==> config.mk <==
export PLATFORM = sky130hd
export DESIGN_NAME = hamming_rx_dec
export DESIGN_NICKNAME = d
export VERILOG_FILES = /design/src/rtl/hamming_rx_dec_pkg.sv /design/src/rtl/hamming_rx_dec_syndrome12.sv /design/src/rtl/hamming_rx_dec.sv
export SDC_FILE = /design/constraint.sdc
export NUM_CORES = 1
export LEC_CHECK = 0
export BUFFER_PORTS_ARGS = -buffer_cell sky130_fd_sc_hd__clkbuf_2
export CAP_MARGIN = 0
export CORE_MARGIN = 4
export CORE_UTILIZATION = 60
export CTS_BUF_LIST = sky130_fd_sc_hd__clkbuf_8
export DETAILED_ROUTE_END_ITERATION = 10
export PLACE_DENSITY = 0.9
export SLEW_MARGIN = 20
export SYNTH_ARGS = -nofsm -noshare
export SYNTH_HDL_FRONTEND = slang
export SYNTH_SLANG_ARGS = --single-unit
==> constraint.sdc <==
create_clock -name clk -period 3.4 [get_ports clk]
set_input_delay 0.68 -clock clk [delete_from_list [all_inputs] [get_ports clk]]
set_output_delay 0.68 -clock clk [all_outputs]
set_load 0.01 [all_outputs]
==> src/rtl/hamming_rx_dec_pkg.sv <==
// ============================================================================
// Package  : hamming_rx_dec_pkg
// Brief    : Hamming(12,8) layout constants and helpers shared by the TX encoder and RX decoder.
// Revision : 1.0
// ============================================================================
`default_nettype none

package hamming_rx_dec_pkg;

  localparam int CODE_W = 12;
  localparam int SYND_W = 4;
  localparam int DATA_W = 8;

  localparam int P1_POS = 1;
  localparam int P2_POS = 2;
  localparam int P4_POS = 4;
  localparam int P8_POS = 8;

  localparam int D0_POS = 3;
  localparam int D1_POS = 5;
  localparam int D2_POS = 6;
  localparam int D3_POS = 7;
  localparam int D4_POS = 9;
  localparam int D5_POS = 10;
  localparam int D6_POS = 11;
  localparam int D7_POS = 12;

  // Bit k of each mask selects every code bit whose 1-based position has bit k set.
  localparam logic [SYND_W-1:0][CODE_W-1:0] SYN_MASK = {
    12'hF80, 12'h878, 12'h666, 12'h555
  };

  typedef enum logic [1:0] {
    SYN_CLEAN = 2'd0,
    SYN_CORR  = 2'd1,
    SYN_FATAL = 2'd2
  } syn_class_e;

  typedef struct packed {
    logic [DATA_W-1:0] data;
    logic              corrected;
    logic              fatal;
  } dec_word_t;

  function automatic logic [DATA_W-1:0] extract_data(input logic [CODE_W-1:0] code);
    return {code[D7_POS-1], code[D6_POS-1], code[D5_POS-1], code[D4_POS-1],
            code[D3_POS-1], code[D2_POS-1], code[D1_POS-1], code[D0_POS-1]};
  endfunction

  function automatic syn_class_e classify(input logic [SYND_W-1:0] syn);
    if (syn == '0) begin
      return SYN_CLEAN;
    end else if (syn <= SYND_W'(CODE_W)) begin
      return SYN_CORR;
    end else begin
      return SYN_FATAL;
    end
  endfunction

endpackage

`default_nettype wire

==> src/rtl/hamming_rx_dec_syndrome12.sv <==
// ============================================================================
// Module   : hamming_syndrome12
// Brief    : Combinational 4-bit syndrome of a 12-bit Hamming codeword.
// Revision : 1.0
// ============================================================================
`default_nettype none

module hamming_syndrome12
  import hamming_rx_dec_pkg::*;
(
  input  logic [CODE_W-1:0] code,
  output logic [SYND_W-1:0] syndrome
);

  for (genvar k = 0; k < SYND_W; k++) begin : g_synd
    assign syndrome[k] = ^(code & SYN_MASK[k]);
  end

endmodule

`default_nettype wire

==> src/rtl/hamming_rx_dec.sv <==
// ============================================================================
// Module   : hamming_rx_dec
// Brief    : 2-stage Hamming(12,8) SEC decoder with valid/ready backpressure
//            and saturating corrected/fatal word counters.
// Revision : 1.0
// ============================================================================
`default_nettype none

module hamming_rx_dec
  import hamming_rx_dec_pkg::*;
#(
  parameter int CNT_W = 16
) (
  input  logic              clk,
  input  logic              reset,
  input  logic              in_valid,
  output logic              in_ready,
  input  logic [CODE_W-1:0] in_code,
  output logic              out_valid,
  input  logic              out_ready,
  output logic [DATA_W-1:0] out_data,
  output logic              out_corrected,
  output logic              out_fatal,
  input  logic              clr_counts,
  output logic [CNT_W-1:0]  cnt_corrected,
  output logic [CNT_W-1:0]  cnt_fatal
);

  localparam logic [CNT_W-1:0] c_cnt_one = CNT_W'(1);

  logic              w_s2_adv;
  logic              w_s1_adv;
  logic              w_out_hs;
  logic              r_s1_valid;
  logic [CODE_W-1:0] r_s1_code;
  logic [SYND_W-1:0] w_synd;
  logic [CODE_W-1:0] w_flip;
  syn_class_e        w_class;
  dec_word_t         w_dec;

  // in_ready is purely combinational from out_ready so a stall releases in the same cycle.
  assign w_s2_adv = !out_valid || out_ready;
  assign w_s1_adv = !r_s1_valid || w_s2_adv;
  assign in_ready = w_s1_adv;
  assign w_out_hs = out_valid && out_ready;

  always_ff @(posedge clk or posedge reset) begin
    if (reset) begin
      r_s1_valid <= 1'b0;
      r_s1_code  <= '0;
    end else if (w_s1_adv) begin
      r_s1_valid <= in_valid;
      if (in_valid) begin
        r_s1_code <= in_code;
      end
    end
  end

  hamming_syndrome12 u_syndrome (
    .code     (r_s1_code),
    .syndrome (w_synd)
  );

  // Syndromes 13..15 match no position, so fatal words pass through unflipped.
  for (genvar i = 0; i < CODE_W; i++) begin : g_flip
    assign w_flip[i] = (w_synd == SYND_W'(i + 1));
  end

  assign w_class = classify(w_synd);

  always_comb begin
    w_dec           = '0;
    w_dec.data      = extract_data(r_s1_code ^ w_flip);
    w_dec.corrected = (w_class == SYN_CORR);
    w_dec.fatal     = (w_class == SYN_FATAL);
  end

  always_ff @(posedge clk or posedge reset) begin
    if (reset) begin
      out_valid     <= 1'b0;
      out_data      <= '0;
      out_corrected <= 1'b0;
      out_fatal     <= 1'b0;
    end else if (w_s2_adv) begin
      out_valid <= r_s1_valid;
      if (r_s1_valid) begin
        out_data      <= w_dec.data;
        out_corrected <= w_dec.corrected;
        out_fatal     <= w_dec.fatal;
      end
    end
  end

  always_ff @(posedge clk or posedge reset) begin
    if (reset) begin
      cnt_corrected <= '0;
      cnt_fatal     <= '0;
    end else if (clr_counts) begin
      cnt_corrected <= '0;
      cnt_fatal     <= '0;
    end else begin
      if (w_out_hs && out_corrected && (cnt_corrected != '1)) begin
        cnt_corrected <= cnt_corrected + c_cnt_one;
      end
      if (w_out_hs && out_fatal && (cnt_fatal != '1)) begin
        cnt_fatal <= cnt_fatal + c_cnt_one;
      end
    end
  end

endmodule

`default_nettype wire

# ---- Word level (Yosys, flattened, before mapping)
# Cells that the tools add are included.
dict set report word_totals {
  register_bits 56
  latchBits 0
  ramBits 0
  romBits 0
  out_inout_bits 44
  n_memories 0
}
dict set report op_classes {
  n_addsub 2
  mul 0
  div_mod_pow 0
  order_cmp 1
  n_eq_ne 16
  shifts 0
  n_mux 6
  bitwise 1
  reduce_logical 18
}
# operator count
set op_table {}
lappend op_table {{two-way mux 16 bit} 4}
lappend op_table {{parity 12 bit} 4}
lappend op_table {{adder 16 x 1 -> 16 bit (second input constant)} 2}
lappend op_table {{!= test 16 bit (second input constant)} 2}
lappend op_table {{equality test 4 bit (second input constant)} 5}
lappend op_table {{equality test 4 x 3 -> 1 bit (second input constant)} 4}
lappend op_table {{bitwise XOR 12 bit} 1}
lappend op_table {{equality test 4 x 2 -> 1 bit (second input constant)} 2}
lappend op_table {{logical AND 1 bit} 5}
lappend op_table {{equality test 4 x 1 -> 1 bit (second input constant)} 1}
lappend op_table {{less-or-equal comparator 4 bit (second input constant)} 1}
lappend op_table {{logical NOT 4 bit} 1}
lappend op_table {{two-way mux 2 bit} 2}
lappend op_table {{AND reduction 2 bit} 2}
lappend op_table {{nonzero test 2 bit} 2}
lappend op_table {{equality test 2 x 1 -> 1 bit (second input constant)} 1}
lappend op_table {{equality test 2 bit (second input constant)} 1}
lappend op_table {{logical NOT 1 bit} 2}
lappend op_table {{logical OR 1 bit} 2}

# ---- Logic depth before layout (Yosys ltp)
# Gate-level depths: netlist of the first run.
dict set report logic_depth {
  depth_word 5
  ltp_mapped 7
  ltp_nobuf 6
}

# ---- Modules after synthesis
# Synthesis of the first run repeated with hierarchy kept, for this count alone.
dict set report unflattened {
  cells_unflattened 301
  area_unflattened_um2 3046.7
}
# module instances cells_per_inst area_each_um2 seq_area_each_um2
set modules_own_cells {}
lappend modules_own_cells {hamming_rx_dec 1 289 2879.0 1401.3}
lappend modules_own_cells {hamming_syndrome12 1 12 167.7 0.0}

# ---- Worst setup path before layout of the first run
# OpenSTA, ideal clock, no wires.
dict set report synth_path {
  path_type {input -> register}
  startpoint {in out_ready}
  endpoint {reg cnt_corrected[11]}
  setup_time_ps 132
  arrival_time_ps 1833
  setup_slack_ps 1435
  path_stages 5
  path_cell_list {nand3_2 or3_1 a2111oi_0 xnor2_1 nor2_1}
}
dict set report synth_via {
  elab_chain_cells 4
}
# item line_no
set synth_rtl {}
lappend synth_rtl {{start, declared} hamming_rx_dec.sv:20} ;# input logic out_ready,
lappend synth_rtl {{logical AND 1 bit} hamming_rx_dec.sv:45} ;# assign w_out_hs = out_valid && out_ready;
lappend synth_rtl {{logical AND 1 bit (2 in a row)} hamming_rx_dec.sv:102} ;# if (w_out_hs && out_corrected && (cnt_corrected != '1)) begin
lappend synth_rtl {{nonzero test 2 bit (no source line)} n/a}
lappend synth_rtl {{end signal, assigned} hamming_rx_dec.sv:103} ;# cnt_corrected <= cnt_corrected + c_cnt_one;
lappend synth_rtl {{end, declared} hamming_rx_dec.sv:25} ;# output logic [CNT_W-1:0] cnt_corrected,
# No other way between the ends.
# A chain may end at the register's enable or synchronous reset.

# ---- Worst setup path after layout of the first run
dict set report layout_path {
  startpoint {reg r_s1_code[6]}
  endpoint {reg out_data[3]}
}
dict set report layout_via {
  elab_chain_cells 3
}
# item line_no
set layout_rtl {}
lappend layout_rtl {{start, declared} hamming_rx_dec.sv:35} ;# logic [CODE_W-1:0] r_s1_code;
lappend layout_rtl {{start signal, assigned} hamming_rx_dec.sv:54} ;# r_s1_code <= in_code;
lappend layout_rtl {{parity 12 bit} hamming_rx_dec_syndrome12.sv:16} ;# assign syndrome[k] = ^(code & SYN_MASK[k]);
lappend layout_rtl {{equality test 4 x 3 -> 1 bit} hamming_rx_dec.sv:66} ;# assign w_flip[i] = (w_synd == SYND_W'(i + 1));
lappend layout_rtl {{bitwise XOR 12 bit (*)} hamming_rx_dec.sv:73} ;# w_dec.data = extract_data(r_s1_code ^ w_flip);
lappend layout_rtl {{end signal, assigned} hamming_rx_dec.sv:87} ;# out_data <= w_dec.data;
lappend layout_rtl {{end, declared} hamming_rx_dec.sv:21} ;# output logic [DATA_W-1:0] out_data,
# Mark *: on every way between the ends. The rest lies on a longest branch, timed or not.

==> results of run 1 <==
[worst register-to-register path, delay by kind of cell, from the launching register on]
family,cells,cell delay (ps)
AOI/OAI and AO/OA,1,80
and+or+nand+nor,1,380
xor gates and xnor gates,3,1050
DFF,1,460
[per-layer routing]
layer | up-vias | GRT usage, % | part of all wire (%)
li1 | 1124 | - | -
met2 | 74 | 38.7 | 51
met1 | 1149 | 26.8 | 42
met4 | 0 | 7.73 | 1.8
met3 | 9 | 4.42 | 5.8
met5 | - | 0 | 0
[stage by stage]
step / total power [W] / std cells / cell area (sq um) / hold slack [ps] / setup slack [ps]
floorplan: 0.00132 / 285 / 3020 / 457 / 1350
global placement: 0.00147 / 405 / 3380 / 474 / 1200
detailed placement: 0.00149 / 405 / 3380 / 478 / 1100
CTS: 0.00196 / 413 / 3500 / 357 / 1270
global route: 0.00205 / 413 / 3500 / 391 / 1190
finish: 0.00194 / 413 / 3500 / 350 / 1300
[cell type report]
class                   instances  area [sq um]
well taps                      67          83.8
clock inverters                 2          38.8
inverters                       9          33.8
fillers                       356          1280
repair buffers                 62           315
flip-flops and latches         56          1400
multi-input cells             211          1550
clock buffers                   6          82.6
[placed cells by master (no fill, tap or decap), types with 2 or more instances in the layout]
cell and n:
sky130_fd_sc_hd__clkbuf_2 60, sky130_fd_sc_hd__dfrtp_1 56, sky130_fd_sc_hd__nor2_1 31, sky130_fd_sc_hd__xnor2_1 29, sky130_fd_sc_hd__nand2_1 22, sky130_fd_sc_hd__mux2_2 12
sky130_fd_sc_hd__nand3_1 11, sky130_fd_sc_hd__xor2_1 10, sky130_fd_sc_hd__inv_1 8, sky130_fd_sc_hd__o21ai_0 8, sky130_fd_sc_hd__nand4_1 7, sky130_fd_sc_hd__a211oi_1 6
sky130_fd_sc_hd__nor3_1 6, sky130_fd_sc_hd__a2111oi_0 6, sky130_fd_sc_hd__nor4_1 6, sky130_fd_sc_hd__o21ai_1 6, sky130_fd_sc_hd__clkbuf_8 6, sky130_fd_sc_hd__mux2i_1 5
sky130_fd_sc_hd__nor4_2 4, sky130_fd_sc_hd__a21oi_1 4, sky130_fd_sc_hd__or3_1 4, sky130_fd_sc_hd__nand2b_1 3, sky130_fd_sc_hd__and3_1 2, sky130_fd_sc_hd__nand3b_1 2
sky130_fd_sc_hd__xnor2_2 2, sky130_fd_sc_hd__xnor3_2 2, sky130_fd_sc_hd__xnor3_1 2, sky130_fd_sc_hd__nor4b_2 2, sky130_fd_sc_hd__ha_1 2, sky130_fd_sc_hd__buf_4 2
[kinds of logic after synthesis]
group / after synthesis / synth area share (%)
xor+xnor: 47 / 17.1
simple gates: 108 / 19.1
buf+inv: 18 / 2.24
flops: 56 / 46.4
fa+ha+maj: 2 / 0.829
compound gates: 37 / 8.17
mux: 17 / 6.14
[final timing paths]
kind,startpoint,to,depth (start not counted)
max in group asynchronous,reset,r_s1_code[5]$_DFFE_PP0P_,3
max,r_s1_code[6]$_DFFE_PP0P_,out_data[3]$_DFFE_PP0P_,5
min in group clk,out_data[0]$_DFFE_PP0P_,out_data[0]$_DFFE_PP0P_,2
min reg2reg,out_data[0]$_DFFE_PP0P_,out_data[0]$_DFFE_PP0P_,2
max reg2reg,r_s1_code[6]$_DFFE_PP0P_,out_data[3]$_DFFE_PP0P_,5
min,reset,cnt_corrected[0]$_DFFE_PP0P_,2
[report_power, final]
group | total (W) | switching, W | internal, W
Clock | 0.000462 | 0.000221 | 0.000241
Combinational | 0.000651 | 0.000343 | 0.000308
Sequential | 0.000825 | 0.0000766 | 0.000749
Total | 0.00194 | 0.000640 | 0.00130
[registers in the layout (all words and copies together), names as in the netlist]
register	cells
out_data	8
out_corrected	1
out_fatal	1
r_s1_code	12
r_s1_valid	1
cnt_fatal	16
out_valid	1
cnt_corrected	16
==> summary.md, run 1 <==
The run finished with clean final reports. Among cell families on the critical path, the largest total delay comes from XOR/XNOR gates. The worst setup slack for register-to-register paths was 1300 ps; the maximum single-stage delay on the critical path was 530 ps. In this run the post-CTS setup repair buffer count came out at 0. Sorting the synthesized cells by how often they occur yields 56 x sky130_fd_sc_hd__dfrtp_1, 31 x sky130_fd_sc_hd__nor2_1, 29 x sky130_fd_sc_hd__xnor2_1, 22 x sky130_fd_sc_hd__nand2_1, 12 x sky130_fd_sc_hd__mux2_2.

Sequential elements use 46.4% of the synthesized area. The peak ir drop on the vdd network is 460 uV. The tool flagged a number of max-cap violations equal to 0. Setup repair after global routing left no endpoint under its margin.

TritonCTS built the clock tree. In the synthesized netlist the dominant register cell turns out to be sky130_fd_sc_hd__dfrtp_1. By area the synthesized netlist is led by sky130_fd_sc_hd__dfrtp_1 46%, sky130_fd_sc_hd__xnor2_1 8.4%, sky130_fd_sc_hd__mux2_2 4.5%, sky130_fd_sc_hd__nor2_1 3.9%, sky130_fd_sc_hd__xor2_1 2.9%. The die covers 6230 sq um. The run gives 2372 as the via count of the first global-routing pass. The distinct cell type count after synthesis is 45, and the count of final setup violators is 0. For the number of max-slew violations in the final report, the log shows 0. STA classifies the critical path startpoint as a flop.

The synthesized net count is 304, and the count of state elements after synthesis is 56. The run gives 284 as the number of DRC markers in iteration 0. The average wire length per cell after detail routing is 15.0 um. Once detailed placement completed, the half-perimeter wirelength came to 4.60 mm. For this design, the sink count on the clock tree is 56. The global-route wire length before repair came out at 10.8 mm. For the worst setup path, the data arrival time is 2280 ps. Based on the critical path, the design can be clocked at up to 477 MHz.

The tools report the overall via count from detail_route as 2356. Among all cell types in the netlist, the one instantiated most often is sky130_fd_sc_hd__dfrtp_1. The final wirelength was 6.19 mm; the antenna diode count was 0. The detailed-route vias per instance works out to 5.70. The buffer depth of the longest clock path was 2. By startpoint and endpoint, the worst setup path is classified as flop to flop. The final antenna-violating net count is 0, and the floorplan die width is 78.9 um.

For the largest clock skew in the final design, the log shows 5.20 ps. For the leftover overflow at the end of global routing, the log shows 0. The core region is 4790 sq um. The final layout contains 364 nets. The remaining design rule violation count is 0.

The tools report the netlist area before placement as 3020 sq um. The cell count after synthesis came out at 285. For the worst-skew pair, the clock arrives at the later sink with an insertion delay of 310 ps. Cells fill 73.2% of the core in the end. Counting flops with an async set or reset pin after synthesis yields a share of 100%.

The post-cts sizing count came out at 0. The tools report the category of the worst setup path capture point as a flop. The depth of the CTS H-tree was 2. The number of port buffers is 60. The y dimension of the die was 78.9 um; the final sum of negative setup slack was 0 ps. Critical-path cell with the highest stage delay: sky130_fd_sc_hd__xnor3_2. The final-report hold violation count is 0, and the maximum fanout count along the critical path is 10. At the end of routability-driven placement, the weighted congestion stood at 0.847. The min-delay analysis places its worst path in the category input port to async pin. The tree is rooted in a sky130_fd_sc_hd__clkbuf_8.

The share of cells above drive strength 1 works out to 28.0%. The synthesized design contains 0 enable-type register cells. After clock tree synthesis, the clock-pin slew on the worst setup and hold paths is 100 ps. STA puts the critical path data required time at 3580 ps. The slew at the pin closest to its max-slew limit was 672 ps; the overall global routing resource usage was 22.0%. Before antenna repair, the detailed router went through 4 iterations. Measured against its own limit, the worst slew margin works out to 54.8%. The logs give 25 for the floorplan row count and 0 for the number of antenna violations at the first check in global routing. During synthesis, Yosys emitted a total of 0 warnings. The synthesized design spends more area on one cell type than any other, namely sky130_fd_sc_hd__dfrtp_1. Traced cell by cell, the critical path runs through xnor2_2 -> xnor3_2 -> nor4_2 -> xnor2_1 -> o21ai_1. The layout-stage area growth over the synthesis result was 16.1%; the cts-stage hold buffer count was 0. After synthesis, the mean cell area works out to 10.6 sq um.

Worst path buffer plus inverter count: 0. The number of top-level pins came out at 61. Share of the synthesized area in the top cell type: 46.4%.

Largest net degree at the start of global routing: 33. The power density over the cells is 553 nW/um^2, and the number of clock buffers inserted by TritonCTS is 5. In this run the static leakage power is 1.54 nW. For the starting density of the core, the log shows 63.1%.

After layout, the worst path uses 61.7% of the clock period. The clock period could shrink to 2100 ps.
No activity file was read; power rests on OpenSTA's default activity.
==> run 2: changes to the inputs <==
--- a/config.mk
+++ b/config.mk
@@ -8,10 +8,10 @@
 export BUFFER_PORTS_ARGS = -buffer_cell sky130_fd_sc_hd__clkbuf_2
 export CAP_MARGIN = 0
 export CORE_MARGIN = 4
-export CORE_UTILIZATION = 60
+export CORE_UTILIZATION = 57
 export CTS_BUF_LIST = sky130_fd_sc_hd__clkbuf_8
 export DETAILED_ROUTE_END_ITERATION = 10
-export PLACE_DENSITY = 0.9
+export PLACE_DENSITY = 0.86
 export SLEW_MARGIN = 20
 export SYNTH_ARGS = -nofsm -noshare
 export SYNTH_HDL_FRONTEND = slang
==> constraint.sdc (replaced) <==
create_clock -name clk -period 2.2 [get_ports clk]
set_input_delay 0.44 -clock clk [delete_from_list [all_inputs] [get_ports clk]]
set_output_delay 0.44 -clock clk [all_outputs]
set_load 0.01 [all_outputs]
==> run 2 against run 1 <==
Net effect:
- clock power rose by 45%
- non-clock buffer count rose by 6
- utilization fell by 3.9 points
- design area rose by 1.1%
- critical endpoint unchanged
- largest power group unchanged
==> summary.md, run 2 (same netlist as run 1, synthesis figures left out) <==
Summing over every cut layer, the via total after detailed routing is 2351. In the layout the commonest cells are 60 x sky130_fd_sc_hd__clkbuf_2, 56 x sky130_fd_sc_hd__dfrtp_1, 31 x sky130_fd_sc_hd__nor2_1. Counting the fill cells in the layout gives 408. Critical path startpoint category: a flop. The relative max-transition margin is 52.3%. After the first detailed-routing iteration, the DRC count stood at 186.

The required time of the critical path is 2380 ps. Final-report hold violation count: 0. On the final layout, the worst clock skew is 8.62 ps.

The run gives 0 as the post-cts sizing count. Once placement completed, the tool counted placed cells totaling 414. After detailed routing, the number of remaining DRC violations is 0. The run gives 370 as the total number of nets in the final design. The logs give 56 for the CTS sink count and 2361 for the via count of the first global-routing pass.

The number of antenna violations at the first check in global routing is 0, and the maximum fanout count along the critical path is 10. At the later pin of the worst-skew pair, clock insertion delay measures 310 ps. The category of the worst setup path capture point is a flop. Setup repair after global routing left no endpoint under its margin.

The die outline area is 6520 sq um. The share of cells above drive strength 1 is 29.3%. The tools report the buffer depth of the longest clock path as 2.

The logs give 611 uV for the peak ir drop on the vdd network and 59.1% for the starting density of the core. The layout-stage area growth over the synthesis result was 17.4%; the power density over the cells was 841 nW/um^2. Max-cap violations in this run came to 0. For the final routed database, the setup TNS stands at 0 ps.

The run gives 0 as the number of max-slew violations in the final report. Port buffering added 60 buffers. The critical path goes through xnor2_2 -> xnor3_2 -> nor4_2 -> xnor2_1 -> o21ai_1. Buffers inserted during clock tree synthesis total 5. The overall global routing resource usage came out at 21.1%.

Worst path buffer plus inverter count: 0. The count of cells in the finished layout, fillers not included, comes to 422. The largest net degree at the start of global routing came out at 36. Depth of the CTS H-tree: 2. TritonCTS built the clock tree. The congestion estimate from routability-driven global placement came to 0.851. Leaving out fill and tap cells, the most frequent cell in the layout is sky130_fd_sc_hd__clkbuf_2. The root buffer cell chosen for the clock tree is sky130_fd_sc_hd__clkbuf_8. The slew at the pin closest to its max-slew limit came out at 714 ps. Measured along the y axis, the die boundary spans 80.8 um. By startpoint and endpoint, the worst setup path is classified as flop to flop. Setup slack on the critical path of the routed design comes to 153 ps. Row generation in the floorplan step produced 26 rows. The final critical-path required period is 2050 ps, and the multi-input gate area in the final layout is 1550 sq um. The number of hold buffers added after CTS was 0. Clock-pin slew was measured on the worst setup and hold paths at 100 ps.

The final wirelength was 6.37 mm; the post-route worst hold slack was 220 ps. For the flip-flop and latch area, the log shows 1400 sq um. The tools report the antenna diode count as 0. The die is 80.8 um wide. Prior to clock tree synthesis, the placed netlist has a worst setup slack of 129 ps. In the final layout, the registers with the most flip-flops are cnt_corrected x16, cnt_fatal x16, r_s1_code x12.

61 I/O pins were placed. The type of the most critical hold path is input port to async pin. Using the TritonRoute via totals, the vias-per-cell ratio works out to 5.57. The slowest stage of the critical path is the sky130_fd_sc_hd__xnor3_2 cell.

Dividing the detail-routed wire length by the instance count gives 15.1 um. The placeable core region is 5110 sq um, and the portion of the clock cycle consumed by the worst path in the final layout is 93.1%. The maximum single-stage delay on the critical path came out at 520 ps.

Among cell families on the critical path, the largest total delay comes from XOR/XNOR gates. In this run the remaining antenna-violating nets after routing total 0. The number of setup buffers added after CTS is 0. The total overflow left after global routing is 0.

The global-route wire length before repair was 10.7 mm; the first-pass iteration count of the detailed router was 5. Once detailed placement completed, the half-perimeter wirelength came to 4.85 mm. The logs give 1.56 nW for the reported leakage power and 0 for the count of final setup violators.

The run finished with clean final reports. Data arrives at the worst endpoint at 2230 ps. Based on the critical path, the design can be clocked at up to 488 MHz.
==> run 2: path summary, 6_finish.rpt <==
check                                         startpoint                        end  slack [ps]  cells after the start
worst max-delay path            r_s1_code[6]$_DFFE_PP0P_    out_data[3]$_DFFE_PP0P_         150                      5
worst min-delay path                               reset   r_s1_code[2]$_DFFE_PP0P_         220                      2
worst max register to register  r_s1_code[6]$_DFFE_PP0P_    out_data[3]$_DFFE_PP0P_         150                      5
worst min register to register   out_data[7]$_DFFE_PP0P_    out_data[7]$_DFFE_PP0P_         500                      2
max in group asynchronous                          reset  cnt_fatal[11]$_DFFE_PP0P_        1350                      3
min in group clk                                in_valid     r_s1_valid$_DFFE_PP0N_         340                      2
==> run 2: worst reg2reg max path, cell delays in order, from the launching register on <==
cell	delay, ps
sky130_fd_sc_hd__dfrtp_1	470
sky130_fd_sc_hd__xnor2_2	340
sky130_fd_sc_hd__xnor3_2	520
sky130_fd_sc_hd__nor4_2	350
sky130_fd_sc_hd__xnor2_1	170
sky130_fd_sc_hd__o21ai_1	80
==> run 2: routing by layer <==
layer | up-vias | track usage (%) | wire (um)
met5 | - | 0 | 0
met4 | 0 | 6.59 | 74
met3 | 8 | 4.32 | 397
met2 | 81 | 38.2 | 3280
met1 | 1122 | 25.1 | 2610
li1 | 1140 | - | -
==> run 2: through the flow <==
stage	utilization, %	instance area [sq um]	total power (W)
finish	69.4	3540	0.00298
global route	69.4	3540	0.00315
CTS	69.4	3540	0.00300
detailed placement	67.2	3430	0.00233
global placement	67.2	3430	0.00229
floorplan	-	3020	0.00205
==> run 2: power by group <==
group	internal (W)	leakage, nW	total [W]	switching, W
Combinational	0.000484	0.774	0.00103	0.000548
Clock	0.000337	0.0541	0.000670	0.000333
Sequential	0.00116	0.731	0.00128	0.000120
Total	0.00198	1.56	0.00298	0.00100
==> run 2: layout make-up <==
type                       instances  area share (%)
tap                               70            2.47
clock buffer                       5            1.94
inverter                           9           0.953
multi-input combinational        211            43.7
clock inverter                     3            1.20
sequential                        56            39.5
timing repair buffer              68            10.2
==> run 3: changes to the inputs <==
--- a/config.mk
+++ b/config.mk
@@ -7,11 +7,12 @@
 export LEC_CHECK = 0
 export BUFFER_PORTS_ARGS = -buffer_cell sky130_fd_sc_hd__clkbuf_2
 export CAP_MARGIN = 0
-export CORE_MARGIN = 4
+export CORE_ASPECT_RATIO = 0.6
 export CORE_UTILIZATION = 57
 export CTS_BUF_LIST = sky130_fd_sc_hd__clkbuf_8
 export DETAILED_ROUTE_END_ITERATION = 10
 export PLACE_DENSITY = 0.86
+export REMOVE_ABC_BUFFERS = 1
 export SLEW_MARGIN = 20
 export SYNTH_ARGS = -nofsm -noshare
 export SYNTH_HDL_FRONTEND = slang
==> run 3 against run 2 <==
Net effect:
- fmax down 0.86%
- critical path depth unchanged
- first-iteration DRC count down 34%
- register-to-register slack worse by 20 ps
- clock skew up 9.9 ps
- die area down 14%
- worst hold slack better by 53 ps
- utilization down 0.22 points
- sequential power about the same
- cell count down 1.4%
- combinational power about the same
- sequential share of layout area up 0.34 points
==> summary.md, run 3 (same netlist as run 1, synthesis figures left out) <==
The multi-input gate area in the final layout is 1560 sq um, and the overall global routing resource usage is 24.7%. From left edge to right edge, the die measures 95.9 um. Final critical-path required period: 2070 ps. After filler insertion, the fill cell instance count of the layout stands at 390. The type of the worst setup path was flop to flop. The first global-routing pass estimated 10.4 mm of wire. Measured on the finished design, the core utilization comes to 69.2%. For this run, the post-layout net count is 368. The flow ran to the end, and the final reports show no timing, DRC or antenna violations.

The category of the worst setup path capture point was a flop. Counting both buffers and inverters, the worst setup path holds a total of 0. In the layout the commonest cells are 60 x sky130_fd_sc_hd__clkbuf_2, 56 x sky130_fd_sc_hd__dfrtp_1, 31 x sky130_fd_sc_hd__nor2_1. Remaining design rule violation count: 0. Once the floorplan was initialized, standard cells occupied 59.4% of the core.

In this run, post-CTS hold repair placed 0 buffers. Dividing the final minimum period by the clock period gives 93.9%. The layout-stage area growth over the synthesis result came out at 16.4%. The highest achievable clock rate was 484 MHz; the maximum single-stage delay on the critical path was 520 ps. The latest clock arrival within the worst-skew pair was 330 ps; the power density over the cells was 825 nW/um^2.

Max-cap violation count: 0. Entering global routing, the biggest net connects 57 pins. The clock tree synthesis step divided the H-tree into 2 levels. Wires add up to 6.35 mm. Data on the critical path is required at its endpoint by 2380 ps. IR analysis of the VDD net gives a maximum drop of 475 uV. TritonCTS built the clock tree.

The final-report hold violation count was 0; the overall via count from detail_route was 2349. Summing internal, switching and leakage power gives 0.00290 W. For the die outline area, the log shows 5600 sq um. The first detailed-routing pass ran for 4 iterations.

The top cell family by delay on the critical path was XOR/XNOR gates. The largest registers in the layout are cnt_corrected x16, cnt_fatal x16, r_s1_code x12. Headroom to the max-slew limit came out at 52.4%. The critical-path cell with the highest stage delay was sky130_fd_sc_hd__xnor3_2. The region available for standard cell placement spans 5080 sq um.

The die is 58.4 um tall. TritonCTS created 5 clock buffers. The logs give 130 ps for the worst setup slack for register-to-register paths and 133 ps for the pre-CTS worst setup slack. Path depth of the worst reg2reg path: 5. The maximum fanout count along the critical path was 10; the average wire length per cell after detail routing was 15.3 um. The worst setup path is launched from a flop. For the number of antenna violations at the first check in global routing, the log shows 0. The detailed-route vias per instance is 5.65. The number of setup buffers added after CTS is 0. After the first detailed-routing iteration, the DRC count stood at 123.

The antenna diode count is 0, and the leftover overflow at the end of global routing is 0. The clock passes through at most 2 buffers. The via count of the first global-routing pass was 2138; the flip-flop and latch area was 1400 sq um. Port buffering added 60 buffers. Routability-driven placement finished with a final weighted congestion of 0.860.

The clock net in this run drives a total of 56 sinks. The library cell used most frequently in the layout, excluding fill and tap cells, is sky130_fd_sc_hd__clkbuf_2. The largest clock skew in the final design came out at 18.5 ps. The endpoint of the worst-slack reg-to-reg timing path is out_data[3]$_DFFE_PP0P_. Gates resized during post-CTS repair numbered 0. Setup repair after global routing left no endpoint under its margin.

The signal on the critical path passes through xnor2_2 -> xnor3_2 -> nor4_2 -> xnor2_1 -> o21ai_1. The logs give 61 for the number of top-level pins and 2250 ps for the worst path arrival time. The tools report the final sum of negative setup slack as 0 ps. The startpoint identified for the worst register-to-register timing path is r_s1_code[6]$_DFFE_PP0P_.

The slew at the pin closest to its max-slew limit works out to 714 ps. The tools report the floorplan row count as 20. The run gives 0 as the final antenna-violating net count. The clock-pin slew of the registers on the worst-case setup and hold paths is 120 ps. Setup violations remaining at the end of the flow were counted as 0.

The tools report the reported leakage power as 1.54 nW. The tools report the root buffer cell as sky130_fd_sc_hd__clkbuf_8. Cells with a size suffix above 1 make up 29.1% of the layout. The tools report the HPWL after detailed placement as 4.65 mm.

The logs give 135 ps for the least setup slack across all paths after layout and 0 for the number of max-slew violations in the final report. Type of the most critical hold path: input port to async pin.
[run 3: cell types whose count changed in the layout (fill, tap and decap cells not counted), sizes merged]
cell      delta
buf          -2
bufinv       -1
clkinv       +1
clkinvlp     -1
inv          +1
[run 3: per-layer routing]
metal / GRT usage, % / wire length, um / up-vias
met3: 6.85 / 351 / 6
met5: 0 / 0 / -
li1: - / - / 1136
met2: 38.0 / 2780 / 71
met1: 35.1 / 3180 / 1136
met4: 6.18 / 42 / 0
[run 3: through the flow]
step / hold WS, ps / cell area, sq um / cells
after CTS: 295 / 3510 / 416
after detailed placement: 480 / 3410 / 408
final: 273 / 3510 / 416
after global routing: 322 / 3510 / 416
after global placement: 464 / 3410 / 408
after floorplan: 457 / 2980 / 276
[run 3: worst reg2reg max path, delay by kind of cell (launching register included)]
kind | cells | cell delay (ps)
and+or+nand+nor | 1 | 360
AOI/OAI and AO/OA | 1 | 70
DFF | 1 | 460
xor gates and xnor gates | 3 | 1050
[run 3: power by group]
group	internal [W]	total (W)	switching (W)
registers	0.00116	0.00128	0.000123
clock network	0.000233	0.000599	0.000366
logic	0.000483	0.00102	0.000539
[run 3: how the worst max path moves through the flow]
stage                                        start                         to  slack [ps]  cells after the start
after detailed placement  cnt_fatal[0]$_DFFE_PP0P_  cnt_fatal[12]$_DFFE_PP0P_         130                      6
after floorplan           r_s1_code[6]$_DFFE_PP0P_    out_data[4]$_DFFE_PP0P_         330                      5
after global placement                   out_ready  cnt_fatal[11]$_DFFE_PP0P_         220                      6
after CTS                 cnt_fatal[0]$_DFFE_PP0P_  cnt_fatal[12]$_DFFE_PP0P_         110                      6
final                     r_s1_code[6]$_DFFE_PP0P_    out_data[3]$_DFFE_PP0P_         130                      5
after global routing      r_s1_code[6]$_DFFE_PP0P_    out_data[3]$_DFFE_PP0P_          40                      5
[run 3: cell type report]
class | instances | share of cell area (%)
Clock buffer | 5 | 1.96
Clock inverter | 3 | 0.748
Inverter | 9 | 0.962
Multi-Input combinational cell | 211 | 44.3
Sequential cell | 56 | 39.9
Tap cell | 66 | 2.35
Timing Repair Buffer | 66 | 9.83
